==> config.mk <==
export PLATFORM = sky130hd
export DESIGN_NAME = alu_sequencer_flat
export DESIGN_NICKNAME = d
export VERILOG_FILES = /design/src/rtl/alu_sequencer_if.sv /design/src/rtl/alu_sequencer.sv /design/src/flat_wrapper.sv
export SDC_FILE = /design/constraint.sdc
export NUM_CORES = 1
export LEC_CHECK = 0
export CELL_PAD_IN_SITES_DETAIL_PLACEMENT = 0
export CELL_PAD_IN_SITES_GLOBAL_PLACEMENT = 2
export CORE_UTILIZATION = 35
export CTS_CLUSTER_SIZE = 25
export DETAILED_ROUTE_END_ITERATION = 8
export PLACE_DENSITY_LB_ADDON = 0.08
export SLEW_MARGIN = 20
export SYNTH_ARGS = -nofsm -noshare
export SYNTH_HDL_FRONTEND = slang
export SYNTH_SLANG_ARGS = --single-unit
==> constraint.sdc <==
create_clock -name CLK -period 2.3 [get_ports CLK]
set_input_delay 0.23 -clock CLK [delete_from_list [all_inputs] [get_ports CLK]]
set_output_delay 0.23 -clock CLK [all_outputs]
set_load 0.02 [all_outputs]
==> src/rtl/alu_sequencer_if.sv <==
// rtl/alu_sequencer_if.sv - request, ALU drive/return and response signal bundle for alu_sequencer
//
// Purpose: groups the handshake and bus signals around the sequencer.
//   REQ_*  request byte stream into the sequencer (valid/ready)
//   ALU_*  operand/control drive to the two-stage ALU and its result return
//   RSP_*  response byte stream out of the sequencer FIFO (valid/ready)
// Modports:
//   slave  : the sequencer side
//   master : the environment side (request producer, ALU, response consumer)
interface alu_sequencer_if;
    logic       REQ_VALID;
    logic       REQ_READY;
    logic [7:0] REQ_LHS;
    logic [7:0] REQ_RHS;
    logic [1:0] REQ_SHIFT_OP;
    logic [1:0] REQ_SHIFT_INTERP;
    logic [3:0] REQ_LOGIC_OP;
    logic       REQ_CIN;
    logic       REQ_LAST;

    logic [7:0] ALU_LHS;
    logic [7:0] ALU_RHS;
    logic [1:0] ALU_SHIFT_OP;
    logic [1:0] ALU_SHIFT_INTERP;
    logic [3:0] ALU_LOGIC_OP;
    logic [1:0] ALU_CARRY_SEL;
    logic [7:0] ALU_RESULT;
    logic       ALU_CARRY_OUT;

    logic       RSP_VALID;
    logic       RSP_READY;
    logic [7:0] RSP_RESULT;
    logic       RSP_CARRY;
    logic       RSP_LAST;

    modport slave (
        input  REQ_VALID, REQ_LHS, REQ_RHS, REQ_SHIFT_OP, REQ_SHIFT_INTERP, REQ_LOGIC_OP, REQ_CIN, REQ_LAST,
        output REQ_READY,
        output ALU_LHS, ALU_RHS, ALU_SHIFT_OP, ALU_SHIFT_INTERP, ALU_LOGIC_OP, ALU_CARRY_SEL,
        input  ALU_RESULT, ALU_CARRY_OUT,
        output RSP_VALID, RSP_RESULT, RSP_CARRY, RSP_LAST,
        input  RSP_READY
    );

    modport master (
        output REQ_VALID, REQ_LHS, REQ_RHS, REQ_SHIFT_OP, REQ_SHIFT_INTERP, REQ_LOGIC_OP, REQ_CIN, REQ_LAST,
        input  REQ_READY,
        input  ALU_LHS, ALU_RHS, ALU_SHIFT_OP, ALU_SHIFT_INTERP, ALU_LOGIC_OP, ALU_CARRY_SEL,
        output ALU_RESULT, ALU_CARRY_OUT,
        input  RSP_VALID, RSP_RESULT, RSP_CARRY, RSP_LAST,
        output RSP_READY
    );
endinterface

==> src/rtl/alu_sequencer.sv <==
// rtl/alu_sequencer.sv - issues byte requests into a two-stage ALU and queues its results
//
// Purpose: accepts request bytes, registers them onto the ALU stage-1 inputs, drives
// ALU_CARRY_SEL in stage 2 so addition carry chains across multi-byte packets (with or
// without issue bubbles), and captures result/carry into a response FIFO. The ALU cannot
// stall, so requests are admitted only while in-flight plus queued bytes fit the FIFO.
// Ports:
//   CLK         system clock, rising edge
//   RESET_BAR   asynchronous active-low reset
//   bus         alu_sequencer_if.slave (REQ_* in, ALU_* drive/return, RSP_* out)
//   STAT_BYTES  accepted-byte counter, saturating (only with ALU_SEQ_STATS_EN)
//   STAT_STALLS cycles with REQ_VALID=1 and REQ_READY=0, saturating (only with ALU_SEQ_STATS_EN)
// Parameter: DEPTH - response FIFO entries (power of 2, >= 2) and credit limit
// Optional feature macro: ALU_SEQ_STATS_EN
module alu_sequencer #(
    parameter int DEPTH = 4
) (
    input  logic           CLK,
    input  logic           RESET_BAR,
    alu_sequencer_if.slave bus
`ifdef ALU_SEQ_STATS_EN
    ,
    output logic [15:0]    STAT_BYTES,
    output logic [15:0]    STAT_STALLS
`endif
);
    localparam int          AW        = $clog2(DEPTH);
    localparam int          CW        = AW + 1;
    localparam logic [CW:0] OCC_LIMIT = (CW + 1)'(DEPTH);

    typedef enum logic {
        IDLE  = 1'b0,
        CHAIN = 1'b1
    } state_t;

    state_t        state_q, state_d;
    logic          req_ready;
    logic          accept;
    logic          first_byte;

    logic          v_s1_q, first_s1_q, cin_s1_q, last_s1_q;
    logic          v_s2_q, first_s2_q, cin_s2_q, last_s2_q;
    logic          prev_s2_q;
    logic          saved_carry_q;

    logic [7:0]    lhs_q, rhs_q;
    logic [1:0]    shift_op_q, shift_interp_q;
    logic [3:0]    logic_op_q;
    logic [1:0]    carry_sel;

    logic [9:0]    fifo_mem [DEPTH];
    logic [AW-1:0] wr_ptr_q, rd_ptr_q;
    logic [CW-1:0] count_q;
    logic [CW:0]   occ;
    logic          push, pop;

    // A pop in the same cycle is deliberately not credited, keeping REQ_READY
    // independent of RSP_READY.
    assign occ       = {1'b0, count_q} + {{CW{1'b0}}, v_s1_q} + {{CW{1'b0}}, v_s2_q};
    assign req_ready = (occ < OCC_LIMIT);
    assign accept    = bus.REQ_VALID && req_ready;
    assign push      = v_s2_q;
    assign pop       = bus.RSP_READY && (count_q != '0);

    always_ff @(posedge CLK or negedge RESET_BAR) begin
        if (!RESET_BAR) begin
            state_q <= IDLE;
        end else begin
            state_q <= state_d;
        end
    end

    always_comb begin
        state_d    = state_q;
        first_byte = (state_q == IDLE);
        if (accept) begin
            state_d = bus.REQ_LAST ? IDLE : CHAIN;
        end
    end

    // Stage tracking: the first-byte flag, packet carry-in and LAST travel with each byte.
    always_ff @(posedge CLK or negedge RESET_BAR) begin
        if (!RESET_BAR) begin
            v_s1_q        <= 1'b0;
            first_s1_q    <= 1'b0;
            cin_s1_q      <= 1'b0;
            last_s1_q     <= 1'b0;
            v_s2_q        <= 1'b0;
            first_s2_q    <= 1'b0;
            cin_s2_q      <= 1'b0;
            last_s2_q     <= 1'b0;
            prev_s2_q     <= 1'b0;
            saved_carry_q <= 1'b0;
        end else begin
            v_s1_q <= accept;
            if (accept) begin
                first_s1_q <= first_byte;
                cin_s1_q   <= bus.REQ_CIN;
                last_s1_q  <= bus.REQ_LAST;
            end
            v_s2_q     <= v_s1_q;
            first_s2_q <= first_s1_q;
            cin_s2_q   <= cin_s1_q;
            last_s2_q  <= last_s1_q;
            prev_s2_q  <= v_s2_q;
            if (v_s2_q) begin
                saved_carry_q <= bus.ALU_CARRY_OUT;
            end
        end
    end

    // Operand and stage-1 control registers hold their value between accepted bytes.
    always_ff @(posedge CLK or negedge RESET_BAR) begin
        if (!RESET_BAR) begin
            lhs_q          <= 8'h00;
            rhs_q          <= 8'h00;
            shift_op_q     <= 2'b00;
            shift_interp_q <= 2'b00;
            logic_op_q     <= 4'h0;
        end else if (accept) begin
            lhs_q          <= bus.REQ_LHS;
            rhs_q          <= bus.REQ_RHS;
            shift_op_q     <= bus.REQ_SHIFT_OP;
            shift_interp_q <= bus.REQ_SHIFT_INTERP;
            logic_op_q     <= bus.REQ_LOGIC_OP;
        end
    end

    // Chained bytes use the ALU's own carry (10) only when the predecessor was in
    // stage 2 on the previous cycle; after a bubble that carry is gone, so the
    // saved copy is fed back as an explicit carry-in.
    always_comb begin
        carry_sel = 2'b00;
        if (v_s2_q) begin
            if (first_s2_q) begin
                carry_sel = {1'b0, cin_s2_q};
            end else if (prev_s2_q) begin
                carry_sel = 2'b10;
            end else begin
                carry_sel = {1'b0, saved_carry_q};
            end
        end
    end

    always_ff @(posedge CLK) begin
        if (push) begin
            fifo_mem[wr_ptr_q] <= {last_s2_q, bus.ALU_CARRY_OUT, bus.ALU_RESULT};
        end
    end

    always_ff @(posedge CLK or negedge RESET_BAR) begin
        if (!RESET_BAR) begin
            wr_ptr_q <= '0;
            rd_ptr_q <= '0;
            count_q  <= '0;
        end else begin
            if (push) begin
                wr_ptr_q <= wr_ptr_q + 1'b1;
            end
            if (pop) begin
                rd_ptr_q <= rd_ptr_q + 1'b1;
            end
            case ({push, pop})
                2'b10:   count_q <= count_q + 1'b1;
                2'b01:   count_q <= count_q - 1'b1;
                default: count_q <= count_q;
            endcase
        end
    end

    assign bus.REQ_READY        = req_ready;
    assign bus.ALU_LHS          = lhs_q;
    assign bus.ALU_RHS          = rhs_q;
    assign bus.ALU_SHIFT_OP     = shift_op_q;
    assign bus.ALU_SHIFT_INTERP = shift_interp_q;
    assign bus.ALU_LOGIC_OP     = logic_op_q;
    assign bus.ALU_CARRY_SEL    = carry_sel;
    assign bus.RSP_VALID        = (count_q != '0);
    assign {bus.RSP_LAST, bus.RSP_CARRY, bus.RSP_RESULT} = fifo_mem[rd_ptr_q];

`ifdef ALU_SEQ_STATS_EN
    logic [15:0] stat_bytes_q, stat_stalls_q;

    always_ff @(posedge CLK or negedge RESET_BAR) begin
        if (!RESET_BAR) begin
            stat_bytes_q  <= 16'h0000;
            stat_stalls_q <= 16'h0000;
        end else begin
            if (accept && (stat_bytes_q != 16'hFFFF)) begin
                stat_bytes_q <= stat_bytes_q + 16'd1;
            end
            if (bus.REQ_VALID && !req_ready && (stat_stalls_q != 16'hFFFF)) begin
                stat_stalls_q <= stat_stalls_q + 16'd1;
            end
        end
    end

    assign STAT_BYTES  = stat_bytes_q;
    assign STAT_STALLS = stat_stalls_q;
`endif
endmodule

==> src/flat_wrapper.sv <==
// flat-port wrapper written by rule: the top's interface ports become plain ports
module alu_sequencer_flat 
#(
    parameter int DEPTH = 4
)
  (CLK, RESET_BAR, bus_REQ_VALID, bus_REQ_LHS, bus_REQ_RHS, bus_REQ_SHIFT_OP, bus_REQ_SHIFT_INTERP, bus_REQ_LOGIC_OP, bus_REQ_CIN, bus_REQ_LAST, bus_REQ_READY, bus_ALU_LHS, bus_ALU_RHS, bus_ALU_SHIFT_OP, bus_ALU_SHIFT_INTERP, bus_ALU_LOGIC_OP, bus_ALU_CARRY_SEL, bus_ALU_RESULT, bus_ALU_CARRY_OUT, bus_RSP_VALID, bus_RSP_RESULT, bus_RSP_CARRY, bus_RSP_LAST, bus_RSP_READY);
  alu_sequencer_if bus_i ();
  input  logic CLK;
  input  logic RESET_BAR;
  input wire logic [$bits(bus_i.REQ_VALID)-1:0] bus_REQ_VALID;
  input wire logic [$bits(bus_i.REQ_LHS)-1:0] bus_REQ_LHS;
  input wire logic [$bits(bus_i.REQ_RHS)-1:0] bus_REQ_RHS;
  input wire logic [$bits(bus_i.REQ_SHIFT_OP)-1:0] bus_REQ_SHIFT_OP;
  input wire logic [$bits(bus_i.REQ_SHIFT_INTERP)-1:0] bus_REQ_SHIFT_INTERP;
  input wire logic [$bits(bus_i.REQ_LOGIC_OP)-1:0] bus_REQ_LOGIC_OP;
  input wire logic [$bits(bus_i.REQ_CIN)-1:0] bus_REQ_CIN;
  input wire logic [$bits(bus_i.REQ_LAST)-1:0] bus_REQ_LAST;
  output wire logic [$bits(bus_i.REQ_READY)-1:0] bus_REQ_READY;
  output wire logic [$bits(bus_i.ALU_LHS)-1:0] bus_ALU_LHS;
  output wire logic [$bits(bus_i.ALU_RHS)-1:0] bus_ALU_RHS;
  output wire logic [$bits(bus_i.ALU_SHIFT_OP)-1:0] bus_ALU_SHIFT_OP;
  output wire logic [$bits(bus_i.ALU_SHIFT_INTERP)-1:0] bus_ALU_SHIFT_INTERP;
  output wire logic [$bits(bus_i.ALU_LOGIC_OP)-1:0] bus_ALU_LOGIC_OP;
  output wire logic [$bits(bus_i.ALU_CARRY_SEL)-1:0] bus_ALU_CARRY_SEL;
  input wire logic [$bits(bus_i.ALU_RESULT)-1:0] bus_ALU_RESULT;
  input wire logic [$bits(bus_i.ALU_CARRY_OUT)-1:0] bus_ALU_CARRY_OUT;
  output wire logic [$bits(bus_i.RSP_VALID)-1:0] bus_RSP_VALID;
  output wire logic [$bits(bus_i.RSP_RESULT)-1:0] bus_RSP_RESULT;
  output wire logic [$bits(bus_i.RSP_CARRY)-1:0] bus_RSP_CARRY;
  output wire logic [$bits(bus_i.RSP_LAST)-1:0] bus_RSP_LAST;
  input wire logic [$bits(bus_i.RSP_READY)-1:0] bus_RSP_READY;
  assign bus_i.REQ_VALID = bus_REQ_VALID;
  assign bus_i.REQ_LHS = bus_REQ_LHS;
  assign bus_i.REQ_RHS = bus_REQ_RHS;
  assign bus_i.REQ_SHIFT_OP = bus_REQ_SHIFT_OP;
  assign bus_i.REQ_SHIFT_INTERP = bus_REQ_SHIFT_INTERP;
  assign bus_i.REQ_LOGIC_OP = bus_REQ_LOGIC_OP;
  assign bus_i.REQ_CIN = bus_REQ_CIN;
  assign bus_i.REQ_LAST = bus_REQ_LAST;
  assign bus_REQ_READY = bus_i.REQ_READY;
  assign bus_ALU_LHS = bus_i.ALU_LHS;
  assign bus_ALU_RHS = bus_i.ALU_RHS;
  assign bus_ALU_SHIFT_OP = bus_i.ALU_SHIFT_OP;
  assign bus_ALU_SHIFT_INTERP = bus_i.ALU_SHIFT_INTERP;
  assign bus_ALU_LOGIC_OP = bus_i.ALU_LOGIC_OP;
  assign bus_ALU_CARRY_SEL = bus_i.ALU_CARRY_SEL;
  assign bus_i.ALU_RESULT = bus_ALU_RESULT;
  assign bus_i.ALU_CARRY_OUT = bus_ALU_CARRY_OUT;
  assign bus_RSP_VALID = bus_i.RSP_VALID;
  assign bus_RSP_RESULT = bus_i.RSP_RESULT;
  assign bus_RSP_CARRY = bus_i.RSP_CARRY;
  assign bus_RSP_LAST = bus_i.RSP_LAST;
  assign bus_i.RSP_READY = bus_RSP_READY;
  alu_sequencer #(.DEPTH(DEPTH)) u_core (.CLK(CLK), .RESET_BAR(RESET_BAR), .bus(bus_i));
endmodule
==> results_tabular.tex <==
\begin{tabular}{lr}
\hline
Metric & Value \\
\hline
\multicolumn{2}{l}{\textbf{Outcome}} \\
Status & finished clean \\
\multicolumn{2}{l}{\textbf{Floorplan}} \\
Initial Utilization & 0.363 \\
Total Die Area & 9470 um2 \\
I/O pin count & 77 \\
Core area & between 8000 and 9000 um2 \\
Num rows & 34 \\
Die span in x & about 97 um \\
Die Ht & 97.3 um \\
\multicolumn{2}{l}{\textbf{Critical path}} \\
Reg2Reg Launch Point & u\_core.count\_q[0] \\
Stages on worst setup path & 4 \\
Worst Setup Path Type & reg -> out \\
Data arrival time of the worst path & 1.77 ns \\
Maximum single-stage delay on the critical path & 0.64 ns \\
Cell type of the slowest stage on the worst timing path & sky130\_fd\_sc\_hd\_\_clkdlybuf4s50\_1 \\
R2R depth & 5 \\
Kind of start point of the critical path & flop \\
Kind of end point of the critical path & primary output \\
CP Launch Point & u\_core.push \\
Worst R2R Setup Slack & 0.41 ns \\
Peak fanout along the critical path & 10 \\
Endpoint of the worst-slack reg-to-reg timing path & u\_core.bus.ALU\_LHS[3] \\
Required @ worst endpoint & just over 2 ns \\
Ordered list of cells on the worst path & buf\_4 > inv\_1 > nor3b\_1 > clkdlybuf4s50\_1 \\
Family with the most delay on the worst path & buffers and inverters \\
CP endpoint & bus\_ALU\_CARRY\_SEL[1] \\
Crit path buf inv count & 3 \\
\multicolumn{2}{l}{\textbf{Power and ir drop}} \\
Pwr per Cell Area & 1370 nW/um2 \\
Max rail drop VDD & 728 uV \\
Switching power & 1840 uW \\
Clock network fraction of total power & 0.222 \\
Sequential share of power & 0.381 \\
Internal power component & 4190 uW \\
Leakage power figure & 0.00180 uW \\
Switching portion of total power & 0.305 \\
Logic pwr share & 0.397 \\
\multicolumn{2}{l}{\textbf{Clock tree}} \\
Number of buffers inserted during clock tree synthesis & 9 \\
Cell at the root of the clock tree & sky130\_fd\_sc\_hd\_\_clkbuf\_8 \\
\# H-tree levels & 3 \\
Setup Buffers After CTS & 0 \\
Worst-Skew Late Latency & 0.34 ns \\
Clock tree from TritonCTS & done \\
Sinks on the clock net & slightly above 80 \\
Clock edge transition at the registers on the reported setup and hold paths & 0.08 ns \\
Max clock buf depth & 2 \\
\multicolumn{2}{l}{\textbf{Timing}} \\
Min setup slack post-route & between 0.2 and 0.3 ns \\
Hold Fails Final Rpt & 0 \\
Actual transition at the worst max-transition pin & 0.593 ns \\
Setup repair after global routing missed its margin & no \\
Highest clock rate & $\sim$0.5 GHz \\
Fin crit share & 0.870 \\
Tmin final & 2.00 ns \\
Setup total negative slack & 0 ns \\
Max\_slew headroom & 0.605 \\
Setup violators final & 0 \\
Worst slack on hold paths & between 0.3 and 0.4 ns \\
Worst clock skew & $\sim$0.0056 ns \\
Number of max-slew violations in the final report & 0 \\
\multicolumn{2}{l}{\textbf{Placed design}} \\
Placed insts & $\sim$350 \\
Setup Slack @ Placement & 0.275 ns \\
Placed wire-length estimate & 3750 um \\
Final estimated routing congestion in global placement & 0.608 \\
Count of input and output buffers & 76 \\
Cell Area, Placed & 4100 um2 \\
\multicolumn{2}{l}{\textbf{Hold path}} \\
Min-Delay Startpoint & u\_core.cin\_s1\_q \\
Worst hold stages & 0 \\
Worst min-delay path category & reg -> reg \\
\multicolumn{2}{l}{\textbf{Final layout}} \\
Register cell area after layout & between 2000 and 2500 um2 \\
Number of filler cells placed in the layout & 760 \\
Design Area, Final & approximately 4400 um2 \\
Final net count & 301 \\
Layout overhead on the synthesized area & 38.5\% \\
Most used cells in the layout excluding fill and tap cells & 64 x sky130\_fd\_sc\_hd\_\_clkdlybuf4s50\_1, 42 x sky130\_fd\_sc\_hd\_\_dfrtp\_1, 40 x sky130\_fd\_sc\_hd\_\_edfxtp\_1 \\
Total area of multi-input combinational cells & 853 um2 \\
Antenna fix cells & 0 \\
Final cell count without fillers & 368 \\
Leading cell type in the layout, fill and taps excluded & sky130\_fd\_sc\_hd\_\_clkdlybuf4s50\_1 \\
Fraction of final layout cells with drive strength greater than 1 & 0.238 \\
\multicolumn{2}{l}{\textbf{Synthesis}} \\
Number of nets in the synthesized netlist & about 210 \\
Post-synth cell types & 27 \\
Total standard cell area after synthesis & between 3000 and 4000 um2 \\
Mean instance size in the synthesized netlist & 19.2 um2 \\
Synth warn & 0 \\
Number of cells produced by synthesis & 166 \\
Post-synthesis sequential area ratio & 0.708 \\
Post-synthesis sequential element count & 82 \\
\multicolumn{2}{l}{\textbf{Global route}} \\
Antenna violations before repair & 0 \\
First-pass GRT wire length & between 9000 and 10000 um \\
Aggregate global routing overflow & 0 \\
Overall track demand over capacity in global routing & 0.125 \\
Largest net degree at the start of global routing & 26 \\
Via count of the first global-routing pass & 1860 \\
\multicolumn{2}{l}{\textbf{Detailed routing}} \\
WL/cell & 14.7 um \\
DRC violation count after routing & 0 \\
Number of detailed-route iterations in the first pass & 3 \\
Routed Antenna Nets & 0 \\
Count of routing violations after the opening detailed-route iteration & 50 \\
Detailed-route wire length & 5400 um \\
Number of vias per cell & 4.59 \\
Number of vias in the routed layout & 1689 \\
\multicolumn{2}{l}{\textbf{Job}} \\
Max capacitance violation total & 0 \\
\hline
\end{tabular}
[power groups by stage]
| stage | sequential [uW] | clock, uW | combinational [uW] |
|---|---|---|---|
| after floorplan | 2540 | 0 | 1210 |
| after global placement | 2330 | 0 | 2460 |
| after detailed placement | 2330 | 0 | 2470 |
| after CTS | 2310 | 1380 | 2480 |
| after global routing | 2370 | 1440 | 2570 |
| final | 2300 | 1340 | 2400 |
[area by class of cell]
cell class,count,area share
inverter,7,0.00597
clock inverter,6,0.0313
multi-input combinational,71,0.194
tap,108,0.0307
clock buffer,10,0.0290
sequential,82,0.512
timing repair buffer,84,0.198
[Yosys cell counts]
master | instances | area (um2)
sky130_fd_sc_hd__edfxtp_1 | 40 | 1200
sky130_fd_sc_hd__xor2_1 | 4 | 35.0
sky130_fd_sc_hd__nand2_1 | 2 | 7.51
sky130_fd_sc_hd__buf_12 | 1 | 20.0
sky130_fd_sc_hd__mux4_2 | 10 | 225
sky130_fd_sc_hd__nor3b_1 | 2 | 15.0
sky130_fd_sc_hd__mux2_2 | 20 | 225
sky130_fd_sc_hd__mux2i_1 | 2 | 20.0
sky130_fd_sc_hd__a21oi_1 | 2 | 10.0
sky130_fd_sc_hd__fa_1 | 1 | 20.0
sky130_fd_sc_hd__a21o_1 | 1 | 7.51
sky130_fd_sc_hd__nand2b_1 | 1 | 6.26
sky130_fd_sc_hd__a21oi_2 | 1 | 8.76
sky130_fd_sc_hd__buf_6 | 1 | 11.3
sky130_fd_sc_hd__xnor2_1 | 2 | 17.5
sky130_fd_sc_hd__buf_2 | 1 | 5.00
sky130_fd_sc_hd__clkbuf_1 | 1 | 3.75
sky130_fd_sc_hd__buf_4 | 2 | 15.0
sky130_fd_sc_hd__and2_1 | 4 | 25.0
sky130_fd_sc_hd__o31a_1 | 1 | 8.76
sky130_fd_sc_hd__ha_1 | 6 | 75.1
sky130_fd_sc_hd__nor2_1 | 2 | 7.51
sky130_fd_sc_hd__dfrtp_1 | 42 | 1050
sky130_fd_sc_hd__inv_1 | 7 | 26.3
sky130_fd_sc_hd__or3_1 | 1 | 6.26
sky130_fd_sc_hd__o21ai_0 | 1 | 5.00
sky130_fd_sc_hd__mux2_4 | 8 | 120
[worst min path at each step]
| stage | end | slack [ns] |
|---|---|---|
| final | u_core.cin_s2_q | 0.38 |
| after global routing | u_core.cin_s2_q | 0.39 |
| after CTS | u_core.cin_s2_q | 0.39 |
| after global placement | u_core.bus.ALU_LHS[2] | 0.27 |
| after floorplan | u_core.bus.ALU_LHS[0] | -0.07 |
| after detailed placement | u_core.bus.ALU_LHS[2] | 0.27 |
[per-layer routing]
metal  up-vias  wire [um]  track usage
met2        49       2740        0.209
met3         5        324       0.0568
met4         0         68       0.0339
li1        790          -            -
met5         -          0            0
met1       845       2270        0.146
[what timing repair did]
action / 4_1_cts / 5_1_grt
hold endpoints to repair: 23 / 0
hold buffers: 1 / 0
endpoints found under the setup margin: 0 / 11
gates resized for setup: 0 / 11
[worst reg2reg max path, delay by kind of cell (launching register included)]
family | cells | cell delay [ns]
compound gates | 2 | 0.46
flops | 1 | 0.43
mux | 1 | 0.35
fa+ha+maj | 1 | 0.29
buf+inv | 1 | 0.25
[cells by family (layout without fill, tap and decap cells)]
| kind of cell | Yosys count | count (layout) | synth area share |
|---|---|---|---|
| xor+xnor | 6 | 6 | 0.0165 |
| mux | 40 | 40 | 0.186 |
| compound gates | 6 | 6 | 0.0126 |
| buf+inv | 13 | 107 | 0.0256 |
| flops | 82 | 82 | 0.708 |
| fa+ha+maj | 7 | 7 | 0.0299 |
| simple gates | 12 | 12 | 0.0213 |
[through the flow]
step / utilization / power [uW]
6_report: 0.502 / 6030
5_1_grt: 0.502 / 6380
4_1_cts: 0.499 / 6170
3_5_place_dp: 0.468 / 4800
3_3_place_gp: 0.468 / 4800
2_1_floorplan: - / 3750
[registers in the layout (all words and copies together) (netlist names)]
| name | count |
|---|---|
| u_core.bus.ALU_LHS | 8 |
| u_core.bus.ALU_RHS | 8 |
| u_core.count_q | 3 |
| u_core.last_s1_q | 1 |
| u_core.first_s2_q | 1 |
| u_core.push | 1 |
| u_core.wr_ptr_q | 2 |
| u_core.bus.ALU_SHIFT_OP | 2 |
| u_core.last_s2_q | 1 |
| u_core.fifo_mem | 40 |
| u_core.cin_s1_q | 1 |
| u_core.v_s1_q | 1 |
| u_core.bus.ALU_LOGIC_OP | 4 |
| u_core.rd_ptr_q | 2 |
| u_core.cin_s2_q | 1 |
| u_core.first_s1_q | 1 |
| u_core.prev_s2_q | 1 |
| u_core.saved_carry_q | 1 |
| u_core.bus.ALU_SHIFT_INTERP | 2 |
| u_core.state_q | 1 |
No activity file was read; power rests on OpenSTA's default activity.
